--- config.mk ---
export PLATFORM = sky130hd
export DESIGN_NAME = regfile_mp
export DESIGN_NICKNAME = d
export VERILOG_FILES = /design/src/rtl/regfile_mp.sv
export SDC_FILE = /design/constraint.sdc
export NUM_CORES = 2
export LEC_CHECK = 0
export CAP_MARGIN = 20
export CORE_MARGIN = 10
export CORE_UTILIZATION = 40
export CTS_CLUSTER_DIAMETER = 50
export DETAILED_ROUTE_END_ITERATION = 12
export PLACE_DENSITY = 0.55
export SLEW_MARGIN = 25
export SYNTH_ARGS = -nofsm -noshare
export SYNTH_HDL_FRONTEND = slang
export SYNTH_SLANG_ARGS = --single-unit
--- constraint.sdc ---
create_clock -name clk -period 3.4 [get_ports clk]
set_clock_uncertainty 0.05 [all_clocks]
set_input_delay 0.68 -clock clk [delete_from_list [all_inputs] [get_ports clk]]
set_output_delay 0.68 -clock clk [all_outputs]
set_load 0.1 [all_outputs]
--- src/rtl/regfile_mp.sv ---
// Multi-port integer register file with optional write-to-read bypass and a
// per-register busy scoreboard for RAW hazard stalls in the decode stage.
module regfile_mp #(
    parameter int XLEN     = 32,
    parameter int NREGS    = 32,
    parameter int AW       = $clog2(NREGS),
    parameter int NRD      = 2,
    parameter int NWR      = 1,
    parameter int ZERO_REG = 1,
    parameter int BYPASS   = 1
) (
    input  logic                clk,
    input  logic                rst_n,
    input  logic [NRD*AW-1:0]   rd_addr,
    output logic [NRD*XLEN-1:0] rd_data,
    output logic [NRD-1:0]      rd_busy,
    input  logic [NWR-1:0]      wr_en,
    input  logic [NWR*AW-1:0]   wr_addr,
    input  logic [NWR*XLEN-1:0] wr_data,
    input  logic                iss_en,
    input  logic [AW-1:0]       iss_addr,
    output logic [NREGS-1:0]    busy_vec
);

    logic [XLEN-1:0]  regs_r     [NREGS];
    logic [XLEN-1:0]  regs_nxt_s [NREGS];
    logic [NREGS-1:0] busy_r;
    logic [NREGS-1:0] busy_nxt_s;
    logic [NWR-1:0]   wr_ok_s;

    function automatic logic is_zero_reg(input logic [AW-1:0] addr);
        return (ZERO_REG != 0) && (addr == {AW{1'b0}});
    endfunction

    // Per-port write qualification: writes to a hardwired zero register are dropped
    always_comb begin
        wr_ok_s = '0;
        for (int k = 0; k < NWR; k++) begin
            wr_ok_s[k] = wr_en[k] & ~is_zero_reg(wr_addr[k*AW +: AW]);
        end
    end

    // Next-state storage and scoreboard; later ports override earlier ones,
    // and an issue is applied after writeback clears so the new producer wins
    always_comb begin
        busy_nxt_s = busy_r;
        for (int r = 0; r < NREGS; r++) begin
            regs_nxt_s[r] = regs_r[r];
            for (int k = 0; k < NWR; k++) begin
                regs_nxt_s[r] = (wr_ok_s[k] && (wr_addr[k*AW +: AW] == AW'(r)))
                              ? wr_data[k*XLEN +: XLEN] : regs_nxt_s[r];
                busy_nxt_s[r] = (wr_ok_s[k] && (wr_addr[k*AW +: AW] == AW'(r)))
                              ? 1'b0 : busy_nxt_s[r];
            end
            busy_nxt_s[r] = (iss_en && !is_zero_reg(iss_addr) && (iss_addr == AW'(r)))
                          ? 1'b1 : busy_nxt_s[r];
        end
    end

    // Storage and scoreboard registers
    always_ff @(posedge clk or negedge rst_n) begin
        if (!rst_n) begin
            for (int r = 0; r < NREGS; r++) begin
                regs_r[r] <= '0;
            end
            busy_r <= '0;
        end else begin
            for (int r = 0; r < NREGS; r++) begin
                regs_r[r] <= regs_nxt_s[r];
            end
            busy_r <= busy_nxt_s;
        end
    end

    assign busy_vec = busy_r;

    // Combinational read ports with optional same-cycle forwarding
    always_comb begin
        logic [AW-1:0]   addr;
        logic [XLEN-1:0] data;
        logic            hit;
        rd_data = '0;
        rd_busy = '0;
        for (int i = 0; i < NRD; i++) begin
            addr = rd_addr[i*AW +: AW];
            data = regs_r[addr];
            hit  = 1'b0;
            for (int k = 0; k < NWR; k++) begin
                if ((BYPASS != 0) && wr_en[k] && (wr_addr[k*AW +: AW] == addr)) begin
                    data = wr_data[k*XLEN +: XLEN];
                    hit  = 1'b1;
                end else begin
                    hit  = hit;
                end
            end
            rd_data[i*XLEN +: XLEN] = is_zero_reg(addr) ? {XLEN{1'b0}} : data;
            rd_busy[i]              = ~is_zero_reg(addr) & busy_r[addr] & ~hit;
        end
    end

endmodule

==> impl_metrics.json <==
{
  "outcome": "finished, violations left",
  "violations": "setup timing",
  "overflow": 0,
  "cts_sinks": 1056,
  "insertion_delay_ns": 0.79,
  "crit_path_start_kind": "register",
  "finalWorstSetupSlack_ns": -0.1402,
  "ys_seq_area_share_pct": 46.06,
  "dp_hpwl_mm": 132.4,
  "leakage_nw": 33.08,
  "synth-compound-area-share_pct": 4.462,
  "setup_violations": 47,
  "required_ns": 2.67,
  "yosys-top-cells-area": "dfrtp_1, mux2_2, mux4_2, mux2i_1, clkbuf_1",
  "synth_top_area_cell": "dfrtp_1",
  "drt_wl_total_mm": 210.1,
  "port_buffers": 153,
  "ys_ff_latch": 1056,
  "cts-root-buf": "clkbuf_16",
  "yosysUniqueCellTypes": 62,
  "async_flop_share_pct": 100.0,
  "max_freq_mhz": 282.5,
  "ant_nets": 0,
  "cpMaxStageDelayCell": "mux4_2",
  "tns_ns": -2.257,
  "drtPass1Iterations": 6,
  "end_kind": "output port",
  "grtUsageTotal_pct": 25.67,
  "ir_drop_mv": 0.5372,
  "ios": 154,
  "nets": 4817,
  "cts-htree-levels": 4,
  "place_congestion": 0.8302,
  "fp.coreArea_sq_um": 142100,
  "worstMarginPinSlew_ns": 0.9474,
  "synth-edff-count": 0,
  "crit_type": "reg2out",
  "clk_pin_slew_ns": 0.06,
  "yosys.area_share.xor_xnor_pct": 0.1527,
  "syn_avg_cell_area_sq_um": 13.68,
  "synth.net_count": 4249,
  "finish.utilization_pct": 52.45,
  "grt_pass1_wl_mm": 300.8,
  "hp-class": "in2async",
  "ys_warn_count": 0,
  "min_period_ns": 3.540,
  "power_density_nw_per_um2": 590.6,
  "die_y_microns": 398.7,
  "relSlewSlack_pct": 36.36,
  "post-place-cells": 6361,
  "die-area_sq_um": 159000,
  "num_rows": 138,
  "first_iter_violations": 3673,
  "grt_pass1_vias": 41725,
  "reg2reg_setup_slack_ns": 2.30,
  "cp_max_fo": 2,
  "drive_above_1_share_pct": 56.54,
  "start_util_pct": 40.37,
  "drv_cap": 0,
  "wire_per_inst_microns": 31.07,
  "layout_worst_path_cycle_share_pct": 104.1,
  "grt_max_degree": 120,
  "synthFlopType": "dfrtp_1",
  "slowest_delay_ns": 0.46,
  "cp_data_arrival_time_ns": 2.81,
  "netlist_instances": 4193,
  "yosysTopAreaCellShare_pct": 46.06,
  "synth_top_family_by_area": "multiplexers",
  "rsz0062_at_grt": "true",
  "finalNonFillerCells": 6762,
  "cts_tree": "yes",
  "synth_adder_area_share_pct": 0,
  "area_growth_pct": 29.91,
  "via_per_inst": 6.100,
  "synth_simple_gate_area_share_pct": 4.050,
  "die_w_microns": 398.7,
  "slew_viol_final": 0,
  "hold_slack_ns": 0.3270,
  "final_hold_viol_count": 0,
  "clockBufferDepth": 3,
  "numCtsBuffers": 143,
  "via_count": 41249,
  "netlist_area_sq_um": 57370,
  "antenna_found_initial": 6,
  "synth.area.mux_share_pct": 41.41,
  "post-route-drc-count": 0,
  "crit_chain": "mux4_2 > nor2b_1 > a311oi_1 > a21oi_1 > o311ai_1 > nand2_1 > buf_12"
}
==> critical path, delay by kind of cell (launching register included) <==
family / cells / cell delay [ns]
compound gates: 3 / 0.57
mux: 1 / 0.46
flops: 1 / 0.39
simple gates: 2 / 0.37
buf+inv: 1 / 0.23
==> power by group <==
group	total (W)	internal [W]	leakage (nW)	switching (W)
sequential	0.0168	0.0150	13.5	0.00183
clock	0.0158	0.00978	2.42	0.00603
combinational	0.0114	0.00590	17.1	0.00549
total	0.0440	0.0307	33.1	0.0133
==> synthesized netlist by cell type, types with 18 or more instances <==
| master | number |
|---|---|
| nor3_1 | 51 |
| mux2_4 | 29 |
| buf_4 | 31 |
| nand2_1 | 176 |
| o21ai_0 | 87 |
| a221oi_1 | 19 |
| mux4_2 | 365 |
| a21oi_1 | 18 |
| a22o_1 | 23 |
| o2111ai_1 | 31 |
| a211oi_1 | 19 |
| dfrtp_1 | 1056 |
| nor4_1 | 35 |
| mux2_2 | 1011 |
| clkbuf_1 | 215 |
| nor2_1 | 189 |
| buf_6 | 23 |
| o22ai_1 | 123 |
| mux2i_1 | 371 |
| buf_2 | 161 |
==> logic make-up after synthesis <==
| family | Yosys count |
|---|---|
| xor+xnor | 10 |
| mux | 1776 |
| flops | 1056 |
| simple gates | 517 |
| compound gates | 378 |
| buf+inv | 456 |
==> per-stage QoR <==
step	cell area, sq um	setup WS [ns]	power (W)
floorplan	57580	-0.3139	0.02371
global placement	66080	-0.5237	0.02732
detailed placement	66080	-0.5242	0.02751
CTS	72920	-0.1941	0.04384
global route	74530	-0.2249	0.04567
finish	74530	-0.1402	0.04401
==> area by class of cell <==
cell class / instances / area, sq um
Clock buffer: 189 / 4090
Multi-Input combinational cell: 2681 / 30360
Timing Repair Buffer: 871 / 10360
Inverter: 8 / 41.29
Clock inverter: 66 / 872.1
Antenna cell: 1 / 2.502
Tap cell: 1890 / 2365
Sequential cell: 1056 / 26430
Fill cell: 11976 / 67580
==> cell usage in the layout, fill, tap and decap left out, types with 21 or more instances in the layout <==
cell type        netlist  layout
dfrtp_1             1056    1054
mux2_2              1011    1011
buf_4                 31     502
mux4_2               365     365
mux2i_1              371     352
buf_12                 0     221
clkbuf_16              0     158
nor2_1               189     157
nand2_1              176     120
o22ai_1              123      91
o21ai_0               87      58
buf_6                 23      50
clkdlybuf4s50_1        0      38
nand2_2                2      35
mux2_4                29      29
o2111ai_1             31      28
nor3_1                51      27
o22ai_2                0      27
nand2_4                0      23
buf_16                 0      22
nor3_2                 3      21
==> flip-flops by register name, indices dropped and copies added (netlist names) <==
name,flops
busy_vec,32
regs_r,1024
==> layer usage <==
layer	up-vias	part of all wire, %	track usage, %
met3	341	7.5	4.693
li1	17068	-	-
met4	4	3.3	8.369
met5	-	0.012	0
met1	22222	45	37.66
met2	1614	44	38.17
==> final timing paths <==
kind,cells past startpoint,to,startpoint
min in group clk,0,regs_r[1018],regs_r[1018]
max in group asynchronous,3,busy_vec[17],rst_n
setup / recovery,7,rd_data[15],regs_r[911]
hold / removal,2,regs_r[528],rst_n
hold reg to reg,0,regs_r[1018],regs_r[1018]
setup reg to reg,3,regs_r[975],regs_r[975]
==> what timing repair did <==
item	4_1_cts	5_1_grt
pin swaps	41	77
setup buffers	85	54
hold buffers	1	0
endpoints found under the setup margin	66	66
hold endpoints to repair	18	0
gates cloned	13	8
resized for setup	190	216
No activity file was read; power rests on OpenSTA's default activity.
